$ cat src/rtl/icache_arb_pkg.sv
// icache_arb_pkg: shared constants and state encoding for the icache request arbiter
package icache_arb_pkg;
    localparam int NUM_PORTS   = 16;
    localparam int SEL_W       = 4;
    localparam int ADDR_W_DEF  = 32;
    localparam int TIMEOUT_DEF = 255;
    typedef enum logic [1:0] {IDLE, REQ, WAIT} state_e;
endpackage

$ cat src/rtl/icache_req_arbiter_rr_pick16.sv
// rr_pick16: first set request bit at or above ptr, searching upward with wrap 15->0
module rr_pick16
    import icache_arb_pkg::*;
(
    input  logic [NUM_PORTS-1:0] req,
    input  logic [SEL_W-1:0]     ptr,
    output logic                 found,
    output logic [SEL_W-1:0]     idx
);
    logic [NUM_PORTS-1:0] rot;
    logic [SEL_W-1:0]     off;
    always_comb begin
        rot = NUM_PORTS'({req, req} >> ptr);
        off = '0;
        for (int i = NUM_PORTS - 1; i >= 0; i--)
            if (rot[i]) off = SEL_W'(i);
        found = |req;
        idx   = ptr + off;
    end
endmodule

$ cat src/rtl/icache_req_arbiter.sv
// icache_req_arbiter: 16-port round-robin arbiter, one outstanding cache request; ICACHE_ARB_TIMEOUT_EN adds a response watchdog
module icache_req_arbiter
    import icache_arb_pkg::*;
#(
    parameter int ADDR_W  = ADDR_W_DEF,
    parameter int TIMEOUT = TIMEOUT_DEF
) (
    input  logic                        clk,
    input  logic                        rst_n,
    input  logic [NUM_PORTS-1:0]        req,
    input  logic [NUM_PORTS*ADDR_W-1:0] req_addr,
    output logic [NUM_PORTS-1:0]        grant,
    output logic [SEL_W-1:0]            sel,
    output logic                        cache_req_valid,
    output logic [ADDR_W-1:0]           cache_req_addr,
    input  logic                        cache_req_ready,
    input  logic                        cache_resp_valid,
    output logic                        timeout_err
);
    if (TIMEOUT < 1) begin : g_bad_timeout
        $error("TIMEOUT must be at least 1");
    end

    state_e               state_q, state_d;
    logic [SEL_W-1:0]     ptr_q, ptr_d, sel_q, sel_d;
    logic [NUM_PORTS-1:0] grant_q, grant_d;
    logic                 valid_q, valid_d;
    logic [ADDR_W-1:0]    addr_q, addr_d;
    logic                 found, to_hit;
    logic [SEL_W-1:0]     idx;

`ifdef ICACHE_ARB_TIMEOUT_EN
    localparam int CNT_W = $clog2(TIMEOUT + 1);
    logic [CNT_W-1:0] cnt_q, cnt_d;
    logic             terr_q;
`endif

    rr_pick16 u_pick (.req(req), .ptr(ptr_q), .found(found), .idx(idx));

    always_comb begin
        state_d = state_q;
        ptr_d   = ptr_q;
        sel_d   = sel_q;
        grant_d = grant_q;
        valid_d = valid_q;
        addr_d  = addr_q;
        to_hit  = 1'b0;
`ifdef ICACHE_ARB_TIMEOUT_EN
        cnt_d   = cnt_q;
`endif
        case (state_q)
            IDLE: if (found) begin
                state_d = REQ;
                sel_d   = idx;
                grant_d = NUM_PORTS'(1) << idx;
                valid_d = 1'b1;
                addr_d  = req_addr[idx*ADDR_W +: ADDR_W];
            end
            REQ: if (cache_req_ready) begin
                state_d = WAIT;
                valid_d = 1'b0;
`ifdef ICACHE_ARB_TIMEOUT_EN
                cnt_d   = '0;
`endif
            end
            WAIT: begin
`ifdef ICACHE_ARB_TIMEOUT_EN
                cnt_d  = cnt_q + 1'b1;
                // a response landing on the expiry cycle completes normally
                to_hit = !cache_resp_valid && (cnt_d == CNT_W'(TIMEOUT));
`endif
                if (cache_resp_valid || to_hit) begin
                    state_d = IDLE;
                    grant_d = '0;
                    ptr_d   = sel_q + 1'b1;
                end
            end
            default: state_d = IDLE;
        endcase
    end

    always_ff @(posedge clk or negedge rst_n) begin
        if (!rst_n) begin
            state_q <= IDLE;
            ptr_q   <= '0;
            sel_q   <= '0;
            grant_q <= '0;
            valid_q <= 1'b0;
            addr_q  <= '0;
        end else begin
            state_q <= state_d;
            ptr_q   <= ptr_d;
            sel_q   <= sel_d;
            grant_q <= grant_d;
            valid_q <= valid_d;
            addr_q  <= addr_d;
        end
    end

`ifdef ICACHE_ARB_TIMEOUT_EN
    always_ff @(posedge clk or negedge rst_n) begin
        if (!rst_n) begin
            cnt_q  <= '0;
            terr_q <= 1'b0;
        end else begin
            cnt_q  <= cnt_d;
            terr_q <= to_hit;
        end
    end
    assign timeout_err = terr_q;
`else
    assign timeout_err = 1'b0;
`endif

    assign grant           = grant_q;
    assign sel             = sel_q;
    assign cache_req_valid = valid_q;
    assign cache_req_addr  = addr_q;
endmodule

$ cat config.mk
export PLATFORM = sky130hd
export DESIGN_NAME = icache_req_arbiter
export DESIGN_NICKNAME = d
export VERILOG_FILES = /design/src/rtl/icache_arb_pkg.sv /design/src/rtl/icache_req_arbiter_rr_pick16.sv /design/src/rtl/icache_req_arbiter.sv
export SDC_FILE = /design/constraint.sdc
export NUM_CORES = 1
export LEC_CHECK = 0
export CELL_PAD_IN_SITES_DETAIL_PLACEMENT = 1
export CELL_PAD_IN_SITES_GLOBAL_PLACEMENT = 2
export CORE_AREA = 8 8 221 223
export DETAILED_ROUTE_END_ITERATION = 16
export DIE_AREA = 0 0 229 231
export PLACE_DENSITY_LB_ADDON = 0.1
export REMOVE_ABC_BUFFERS = 1
export SLEW_MARGIN = 20
export SYNTH_ARGS = -nofsm -noshare
export SYNTH_HDL_FRONTEND = slang
export SYNTH_SLANG_ARGS = --single-unit
$ cat constraint.sdc
create_clock -name clk -period 7 [get_ports clk]
set_input_delay 1.4 -clock clk [delete_from_list [all_inputs] [get_ports clk]]
set_output_delay 1.4 -clock clk [all_outputs]
set_load 0.05 [all_outputs]
Word level (Yosys, flattened, before mapping)
Index checks and enable logic that the tools add are counted.
{"block": "word_totals", "latchBits": 0, "n_memories": 0, "regBits": 59, "mem_bits_ro": 0, "elab_cells": 51, "out_inout_bits": 54, "ramBits": 0}
{"block": "classes", "n_eq_ne": 5, "add_sub_neg": 2, "bitwise": 0, "multipliers": 0, "magnitude_cmp": 0, "muxes": 26, "div": 0, "reduce_logical": 9, "shift": 3}
{"op": "indexed part select 512 x 10 -> 32 bit", "count": 1}
{"op": "two-way mux 4 bit", "count": 16}
{"op": "two-way mux 16 bit", "count": 2}
{"op": "case mux 16 bit (2 select lines)", "count": 1}
{"op": "right shift 32 x 4 -> 16 bit", "count": 1}
{"op": "OR reduction 16 bit", "count": 1}
{"op": "<< shifter 1 x 4 -> 16 bit (first input constant)", "count": 1}
{"op": "AND reduction 3 bit", "count": 3}
{"op": "two-way mux 2 bit", "count": 3}
{"op": "!= test 2 bit (second input constant)", "count": 3}
{"op": "case mux 2 bit (3 select lines)", "count": 1}
{"op": "adder 4 x 1 -> 4 bit (second input constant)", "count": 1}
{"op": "adder 4 bit", "count": 1}
{"op": "AND reduction 2 bit", "count": 2}
{"op": "nonzero test 2 bit", "count": 2}
{"op": "equality test 2 x 1 -> 1 bit (second input constant)", "count": 1}
{"op": "equality test 2 bit (second input constant)", "count": 1}
{"op": "logical NOT 2 bit", "count": 1}
{"op": "two-way mux 1 bit", "count": 2}
{"op": "case mux 1 bit (2 select lines)", "count": 1}

Longest topological paths before layout
Gate-level depths: netlist of the first run.
{"block": "logic_depth", "depth_word": 21, "ltp_mapped": 19, "mapped_depth_nobuf": 15}

By module
Synthesis of the first run repeated with hierarchy kept, for this count alone.
{"block": "unflattened", "cells_unflattened": 685, "area_unflattened_um2": 7663.6}
{"mod": "icache_req_arbiter", "area_each_um2": 6482.5, "cells_per_inst": 586, "n_inst": 1}
{"mod": "rr_pick16", "area_each_um2": 1181.1, "cells_per_inst": 99, "n_inst": 1}

Least setup slack after synthesis of the first run
No wires, ideal clock.
{"block": "synth_path", "kind": "input to register", "start": "input port req[6]", "end": "register addr_q[26], in the netlist cache_req_addr[26]", "t_arrival_ns": 5.472, "setup_time_ns": 0.142, "path_stages": 15, "t_required_ns": 6.858, "path_slack_ns": 1.386, "path_buffers": 3, "path_cell_list": "mux4_2 -> mux2i_1 -> o2111ai_1 -> a211o_1 -> a311oi_1 -> nand3b_1 -> a21oi_1 -> a21o_1 -> ha_1 -> clkbuf_1 -> clkbuf_1 -> clkbuf_1 -> mux4_2 -> mux2i_1 -> o221ai_1"}
{"block": "synth_between", "elab_chain_len": 19, "word_cells_on_any_way": 21}
{"element": "start: declaration", "line_no": "icache_req_arbiter.sv:10", "text": "input logic [NUM_PORTS-1:0] req,"}
{"element": "right shift 32 x 4 -> 16 bit *", "line_no": "icache_req_arbiter_rr_pick16.sv:13", "text": "rot = NUM_PORTS'({req, req} >> ptr);"}
{"element": "two-way mux 4 bit (15 in a row)", "line_no": "icache_req_arbiter_rr_pick16.sv:16", "text": "if (rot[i]) off = SEL_W'(i);"}
{"element": "two-way mux 4 bit *", "line_no": "icache_req_arbiter_rr_pick16.sv:16"}
{"element": "adder 4 bit *", "line_no": "icache_req_arbiter_rr_pick16.sv:18", "text": "idx = ptr + off;"}
{"element": "via idx[0]", "line_no": "icache_req_arbiter.sv:30", "text": "logic [SEL_W-1:0] idx;"}
{"element": "indexed part select 512 x 10 -> 32 bit *", "line_no": "icache_req_arbiter.sv:57", "text": "addr_d = req_addr[idx*ADDR_W +: ADDR_W];"}
{"element": "end signal: assignment", "line_no": "icache_req_arbiter.sv:96", "text": "addr_q <= addr_d;"}
{"element": "end: declaration", "line_no": "icache_req_arbiter.sv:28", "text": "logic [ADDR_W-1:0] addr_q, addr_d;"}
The timed path passes the listed nets; every way through them passes the cells marked *.
A chain may end at the register's enable or synchronous reset.

Worst setup path after layout of the first run
{"block": "layout_path", "start": "input port req[4]", "end": "register addr_q[2], in the netlist cache_req_addr[2]"}
{"block": "layout_between", "elab_chain_len": 19, "word_cells_on_any_way": 21}
{"element": "right shift 32 x 4 -> 16 bit", "line_no": "icache_req_arbiter_rr_pick16.sv:13"}
{"element": "two-way mux 4 bit (16 in a row)", "line_no": "icache_req_arbiter_rr_pick16.sv:16"}
{"element": "adder 4 bit", "line_no": "icache_req_arbiter_rr_pick16.sv:18"}
{"element": "indexed part select 512 x 10 -> 32 bit", "line_no": "icache_req_arbiter.sv:57"}
Parallel ways exist; a longest one is shown, timed or not.

==> flow_summary.json, run 1 <==
{
  "synth.area.top_cells": "mux4_2, dfrtp_1, mux2i_1",
  "finish.utilization_pct": 31.34,
  "antenna_found_initial": 22,
  "overflow": 0,
  "post_drt_via_cell_ratio": 4.592,
  "dominantRegCellSynth": "dfrtp_1",
  "floorplan.initialDensity_pct": 15.81,
  "grt.total_usage_pct": 20.19,
  "internal_power_mw": 4.965,
  "timing.slew.headroom_pct": 38.65,
  "worst_path_max_delay_cell": "xnor2_4",
  "later_pin_clock_latency_in_the_skew_report_ns": 0.34,
  "wl_um": 55470,
  "run_status": "finished clean",
  "die_h_um": 231,
  "number_of_buffers_created_by_cts": 9,
  "number_of_enable_flip_flop_cells_after_synthesis": 0,
  "min_delay_path_class": "register to register",
  "initialDrtViolationCount": 327,
  "placeableCoreArea_sq_um": 45090,
  "setup_ws_ns": 1.096,
  "critical-path-max-stage-delay_ns": 0.71,
  "min_from": "cache_req_valid",
  "synth.distinct_cells": 51,
  "reg2reg_from": "ptr_q[1]",
  "worst_r2r_path_depth": 17,
  "area.growth.synth_to_final_pct": 98.25,
  "period_needed_ns": 5.904,
  "count_of_input_and_output_buffers": 584,
  "timing.final.max_slew_violations": 0,
  "ioPinCount": 586,
  "async_reset_ff_share_pct": 100.0,
  "fill_cells": 4960,
  "synthesis.area_sq_um": 7127,
  "synth.yosys.warnings": 0,
  "postCtsSetupRepairBufs": 0,
  "power_frac_clock_pct": 5.8,
  "die_width_um": 229,
  "timing.critical_path.cells": "clkdlybuf4s50_1 > mux4_2 > mux2i_1 > o2111ai_1 > a211o_1 > a311oi_1 > nand3b_1 > a21oi_1 > a21o_1 > ha_4 > a21o_1 > a21oi_1 > xor2_1 > xnor2_4 > buf_12 > mux2i_1 > o221ai_1",
  "hold_path_depth": 2,
  "max_freq_mhz": 169.4,
  "totalNegativeSetupSlack_ns": 0,
  "cts_max_level": 3,
  "crit_path_category": "input port to register",
  "worst_path_clk_slew_ns": 0.06,
  "cts_root_buffer": "clkbuf_16",
  "synth_top_area_share_pct": 45.51,
  "cp.arrival_ns": 6.09,
  "drive_above_1_share_pct": 18.46,
  "post_synth_top_area_cell": "mux4_2",
  "hold_viol_final": 0,
  "setup_repair_after_global_routing_missed_its_margin": "false",
  "route.vias.total": 7885,
  "seq_power_share_pct": 6.9,
  "power.density_cell_area_nw_per_um2": 676.5,
  "cts.repair.resized": 0,
  "avgSynthCellArea_sq_um": 13.10,
  "crit_path_start_kind": "input port",
  "rows": 78,
  "p_switching_mw": 4.593,
  "dr.pass1.iters": 5,
  "tritoncts_clock_tree": "yes",
  "yosysSeqAreaShare_pct": 20.72,
  "layout.cells.most_common_list": "clkdlybuf4s50_1, mux4_2, mux2i_1",
  "gp_congestion": 0.7854,
  "post_synth_inst_count": 544,
  "hold_buffers": 0,
  "sw_frac_of_total_pct": 48.06,
  "leakagePower_nw": 5.034,
  "grt_pass1_wl_um": 75290,
  "crit_path_max_fanout": 31,
  "finalClockSkew_ns": 0.01466,
  "clkSinkCount": 59,
  "post-dp-hpwl_um": 48050,
  "cap_viol_max_count": 0,
  "place_ws_ns": 0.7235,
  "synth_seq_cells": 59,
  "worst_slew_pin_tran_ns": 0.9202,
  "routed_wire_length_per_instance_um": 32.31,
  "vias_in_the_first_global_route": 9139,
  "share_of_the_cycle_needed_by_the_critical_path_after_routing_pct": 84.34,
  "ir_worst_vdd_uv": 620.3,
  "final-setup-viol-count": 0,
  "crit_path_start": "req[4]",
  "finalNetCount": 1637,
  "cts_max_path_buffers": 2,
  "grt_start_max_net_pins": 60,
  "cp_data_required_time_ns": 7.19,
  "die_area_sq_um": 52900,
  "critical_path.endpoint_type": "register",
  "final_antenna_net_count": 0,
  "drc": 0,
  "comb_power_share_pct": 87.4,
  "final_common_cell": "clkdlybuf4s50_1"
}
-- sequential cells by signal (all words and copies together) (netlist names) --
name             flops
grant               16
cache_req_addr      32
ptr_q                4
cache_req_valid      1
sel                  4
state_q              2
-- Yosys cell counts, drive strengths merged (2+ instances only) --
cell and n:
mux4 144, a21o 2, a22o 13, o21ai 8
nand2b 2, inv 4, nor2 11, and3 2
nand3b 4, ha 4, o21a 2, clkbuf 47
o211ai 3, or2 3, mux2i 72, a21oi 9
buf 14, nor3b 2, a21boi 2, a32o 4
dfrtp 59, xor2 4, mux2 12, o221ai 32
nor4 4, nand3 6, nand2 46, nor3 2
nor2b 8
-- kinds of logic after synthesis --
kind of cell / Yosys count / synth area share [%]
multiplexers: 228 / 57.51
AND/OR/NAND/NOR: 93 / 6.127
AO/OA/AOI/OAI: 88 / 9.990
buffers and inverters: 65 / 3.897
flip-flops: 59 / 20.72
adder cells (fa/ha/maj): 5 / 0.9832
XOR/XNOR: 5 / 0.7198
other: 1 / 0.05262
-- worst max-delay path, delay by kind of cell --
family,cells,cell delay [ns]
compound gates,8,1.42
xor+xnor,2,0.87
fa+ha+maj,1,0.16
buf+inv,2,0.83
mux,3,1.19
simple gates,1,0.18
-- power groups by stage --
stage | registers (mW) | logic (mW) | clock network, mW
after CTS | 0.661 | 8.57 | 0.571
after global routing | 0.685 | 9.00 | 0.582
after floorplan | 1.11 | 4.03 | 0
final | 0.657 | 8.35 | 0.550
after detailed placement | 0.662 | 8.55 | 0
after global placement | 0.661 | 8.60 | 0
-- routing by layer --
metal  global-route usage [%]  vias up  part of all wire [%]
met5                        0        -                  0.28
met4                    5.160       26                   1.7
li1                         -     3449                     -
met2                    35.78      295                    52
met1                    23.07     4060                    39
met3                    6.843       55                   7.0
-- final timing paths --
| kind | end | slack (ns) |
|---|---|---|
| worst max-delay path | cache_req_addr[2] | 1.10 |
| worst min-delay path | cache_req_valid | 0.48 |
| worst max register to register | cache_req_addr[2] | 1.62 |
| worst min register to register | cache_req_valid | 0.48 |
| max in group asynchronous | state_q[1] | 5.18 |
| min in group asynchronous | grant[6] | 1.15 |
-- per-stage QoR --
stage	std cells	power [mW]	cell area [sq um]	hold WS (ns)
after floorplan	483	5.140	6864	0.4917
after global placement	1689	9.265	13750	0.4676
after detailed placement	1689	9.212	13750	0.4720
after CTS	1705	9.799	14100	0.4942
after global routing	1713	10.27	14120	0.5168
final	1717	9.559	14130	0.4835
-- final cells by class --
cell class / instances / area (sq um) / share of cell area (%)
repair buffers: 606 / 6096 / 43.15
multi-input cells: 420 / 5411 / 38.30
flip-flops and latches: 59 / 1476 / 10.45
well taps: 600 / 750.7 / 5.313
clock buffers: 9 / 225.2 / 1.594
clock inverters: 7 / 123.9 / 0.8767
diodes: 12 / 30.03 / 0.2125
inverters: 4 / 15.01 / 0.1063
Note: power is estimated with default switching activity, not from simulation.
==> inputs of run 2 (changes only) <==
==> constraint.sdc (replaced) <==
create_clock -name clk -period 5.6 [get_ports clk]
set_input_delay 1.12 -clock clk [delete_from_list [all_inputs] [get_ports clk]]
set_output_delay 1.12 -clock clk [all_outputs]
set_load 0.05 [all_outputs]
==> run 2 against run 1 <==
Routed wire length is 1.7% higher. Cell area increased by 4.3%. Sequential share of layout area is 0.43 points lower. Clock-buffer cell count stayed put. Clock skew is 0.0069 ns lower. Non-clock buffer count up 68. Largest cell class unchanged. Largest power group unchanged.
==> flow_summary.json, run 2 (same netlist as run 1, synthesis figures left out) <==
{
  "run_status": "finished clean",
  "path_delay_family": "multiplexers",
  "finalClockSkew_ns": 0.007760,
  "floorplan.initialDensity_pct": 15.81,
  "number_of_buffers_created_by_cts": 9,
  "setup_repair_after_global_routing_missed_its_margin": "false",
  "grt.total_usage_pct": 20.54,
  "grt_start_max_net_pins": 60,
  "sw_frac_of_total_pct": 46.04,
  "cts_max_level": 3,
  "place_ws_ns": -0.2196,
  "crit_path_start_kind": "input port",
  "placeableCoreArea_sq_um": 45090,
  "placedCellCount": 1757,
  "later_pin_clock_latency_in_the_skew_report_ns": 0.35,
  "totalPowerFinal_mw": 13.11,
  "cp_data_required_time_ns": 5.81,
  "cap_viol_max_count": 0,
  "p_switching_mw": 6.034,
  "hold_viol_final": 0,
  "initialDrtViolationCount": 312,
  "setup_ws_ns": 0.1639,
  "area.growth.synth_to_final_pct": 106.8,
  "count_of_input_and_output_buffers": 584,
  "timing.slew.headroom_pct": 36.35,
  "ir_worst_vdd_uv": 330.6,
  "share_of_the_cycle_needed_by_the_critical_path_after_routing_pct": 97.07,
  "die_h_um": 231,
  "gp_congestion": 0.8131,
  "die_width_um": 229,
  "finish.utilization_pct": 32.68,
  "worst_slew_pin_tran_ns": 0.9547,
  "cts_root_buffer": "clkbuf_16",
  "leakagePower_nw": 5.375,
  "antenna_found_initial": 27,
  "rows": 78,
  "min_delay_path_class": "register to register",
  "worst_path_clk_slew_ns": 0.06,
  "worst_path_max_delay_cell": "fa_4",
  "crit_path_category": "input port to register",
  "grt_pass1_wl_um": 76930,
  "timing.final.max_slew_violations": 0,
  "comb_power_share_pct": 89.4,
  "final_antenna_net_count": 0,
  "seq_power_share_pct": 6.3,
  "crit_path_max_fanout": 19,
  "cp.arrival_ns": 5.64,
  "post-dp-hpwl_um": 49920,
  "path_common_cell": "mux4_2",
  "dr.pass1.iters": 4,
  "drc": 0,
  "timing.critical_path.cells": "clkdlybuf4s50_1 > mux4_2 > mux2_2 > o21a_1 > o21ai_0 > a311oi_1 > nand3b_1 > a211oi_2 > a21o_1 > ha_4 > inv_1 > fa_4 > buf_12 > buf_4 > mux4_2 > mux2i_1 > o221ai_1",
  "finalNetCount": 1705,
  "post_layout_nonfiller_instances": 1787,
  "power.density_cell_area_nw_per_um2": 889.5,
  "overflow": 0,
  "routed_wire_length_per_instance_um": 31.56,
  "period_needed_ns": 5.436,
  "critical_path.endpoint_type": "register",
  "route.vias.total": 8090,
  "internal_power_mw": 7.073,
  "wl_um": 56400,
  "ioPinCount": 586,
  "tritoncts_clock_tree": "yes",
  "critical-path-max-stage-delay_ns": 0.87,
  "power_frac_clock_pct": 4.3,
  "final_common_cell": "clkdlybuf4s50_1",
  "totalNegativeSetupSlack_ns": 0,
  "post_drt_via_cell_ratio": 4.527,
  "cp_num_buf_inv": 4,
  "layout.cells.most_common_list": "clkdlybuf4s50_1, mux4_2, buf_4",
  "largest_register_ff_count": 32,
  "max_freq_mhz": 184.0,
  "die_area_sq_um": 52900,
  "final-setup-viol-count": 0,
  "vias_in_the_first_global_route": 9403,
  "cts_max_path_buffers": 2,
  "drive_above_1_share_pct": 23.44,
  "clkSinkCount": 59
}
==> run 2: what timing repair did <==
| action | 4_1_cts | 5_1_grt |
|---|---|---|
| hold endpoints to repair | 0 | 0 |
| setup endpoints to repair | 0 | 27 |
| hold buffers | 0 | 0 |
| gates resized for setup | 0 | 3 |
| setup buffers | 0 | 0 |
==> run 2: path summary, 6_finish.rpt <==
kind                       cells past startpoint  slack [ns]                 end         startpoint
hold / removal                                 2        0.49   cache_req_addr[3]  cache_req_addr[3]
min in group asynchronous                      1        0.87            grant[1]              rst_n
setup reg to reg                              16        0.69  cache_req_addr[21]           ptr_q[3]
max in group asynchronous                      1        4.05          state_q[1]              rst_n
setup / recovery                              17        0.16  cache_req_addr[21]             req[4]
hold reg to reg                                2        0.49   cache_req_addr[3]  cache_req_addr[3]
==> run 2: per-layer routing <==
layer  global-route usage (%)  share of wire [%]  routed length, um  vias to the layer above
li1                         -                  -                  -                     3597
met1                    23.32                 38              21230                     4150
met4                    4.742                1.3                748                       22
met5                        0               0.26                149                        -
met2                    36.18                 52              29470                      275
met3                    7.812                8.5               4800                       46
==> run 2: power by group through the flow <==
stage          sequential (mW)  clock [mW]  combinational (mW)
6_report                 0.823       0.562                11.7
5_1_grt                  0.853       0.602                12.6
4_1_cts                  0.825       0.590                12.0
3_5_place_dp             0.823           0                12.0
3_3_place_gp             0.814           0                11.9
2_1_floorplan             1.39           0                4.41
==> run 2: metrics by stage <==
stage               instance area, sq um  hold slack (ns)
finish                             14740           0.4901
global route                       14730           0.5189
CTS                                14690           0.4964
detailed placement                 14410           0.4765
global placement                   14410           0.4701
floorplan                           6864           0.4917
==> run 2: worst min-delay path: stages (launching register included) <==
cell      delay (ns)
dfrtp_1         0.34
nand2_1         0.05
o221ai_1        0.06
==> run 2: cell type report <==
| class | instances | area [sq um] |
|---|---|---|
| timing repair buffer | 674 | 6756 |
| tap | 600 | 750.7 |
| fill | 4939 | 30350 |
| clock inverter | 7 | 52.55 |
| inverter | 4 | 15.01 |
| multi-input combinational | 420 | 5424 |
| sequential | 59 | 1476 |
| antenna | 14 | 35.03 |
| clock buffer | 9 | 225.2 |
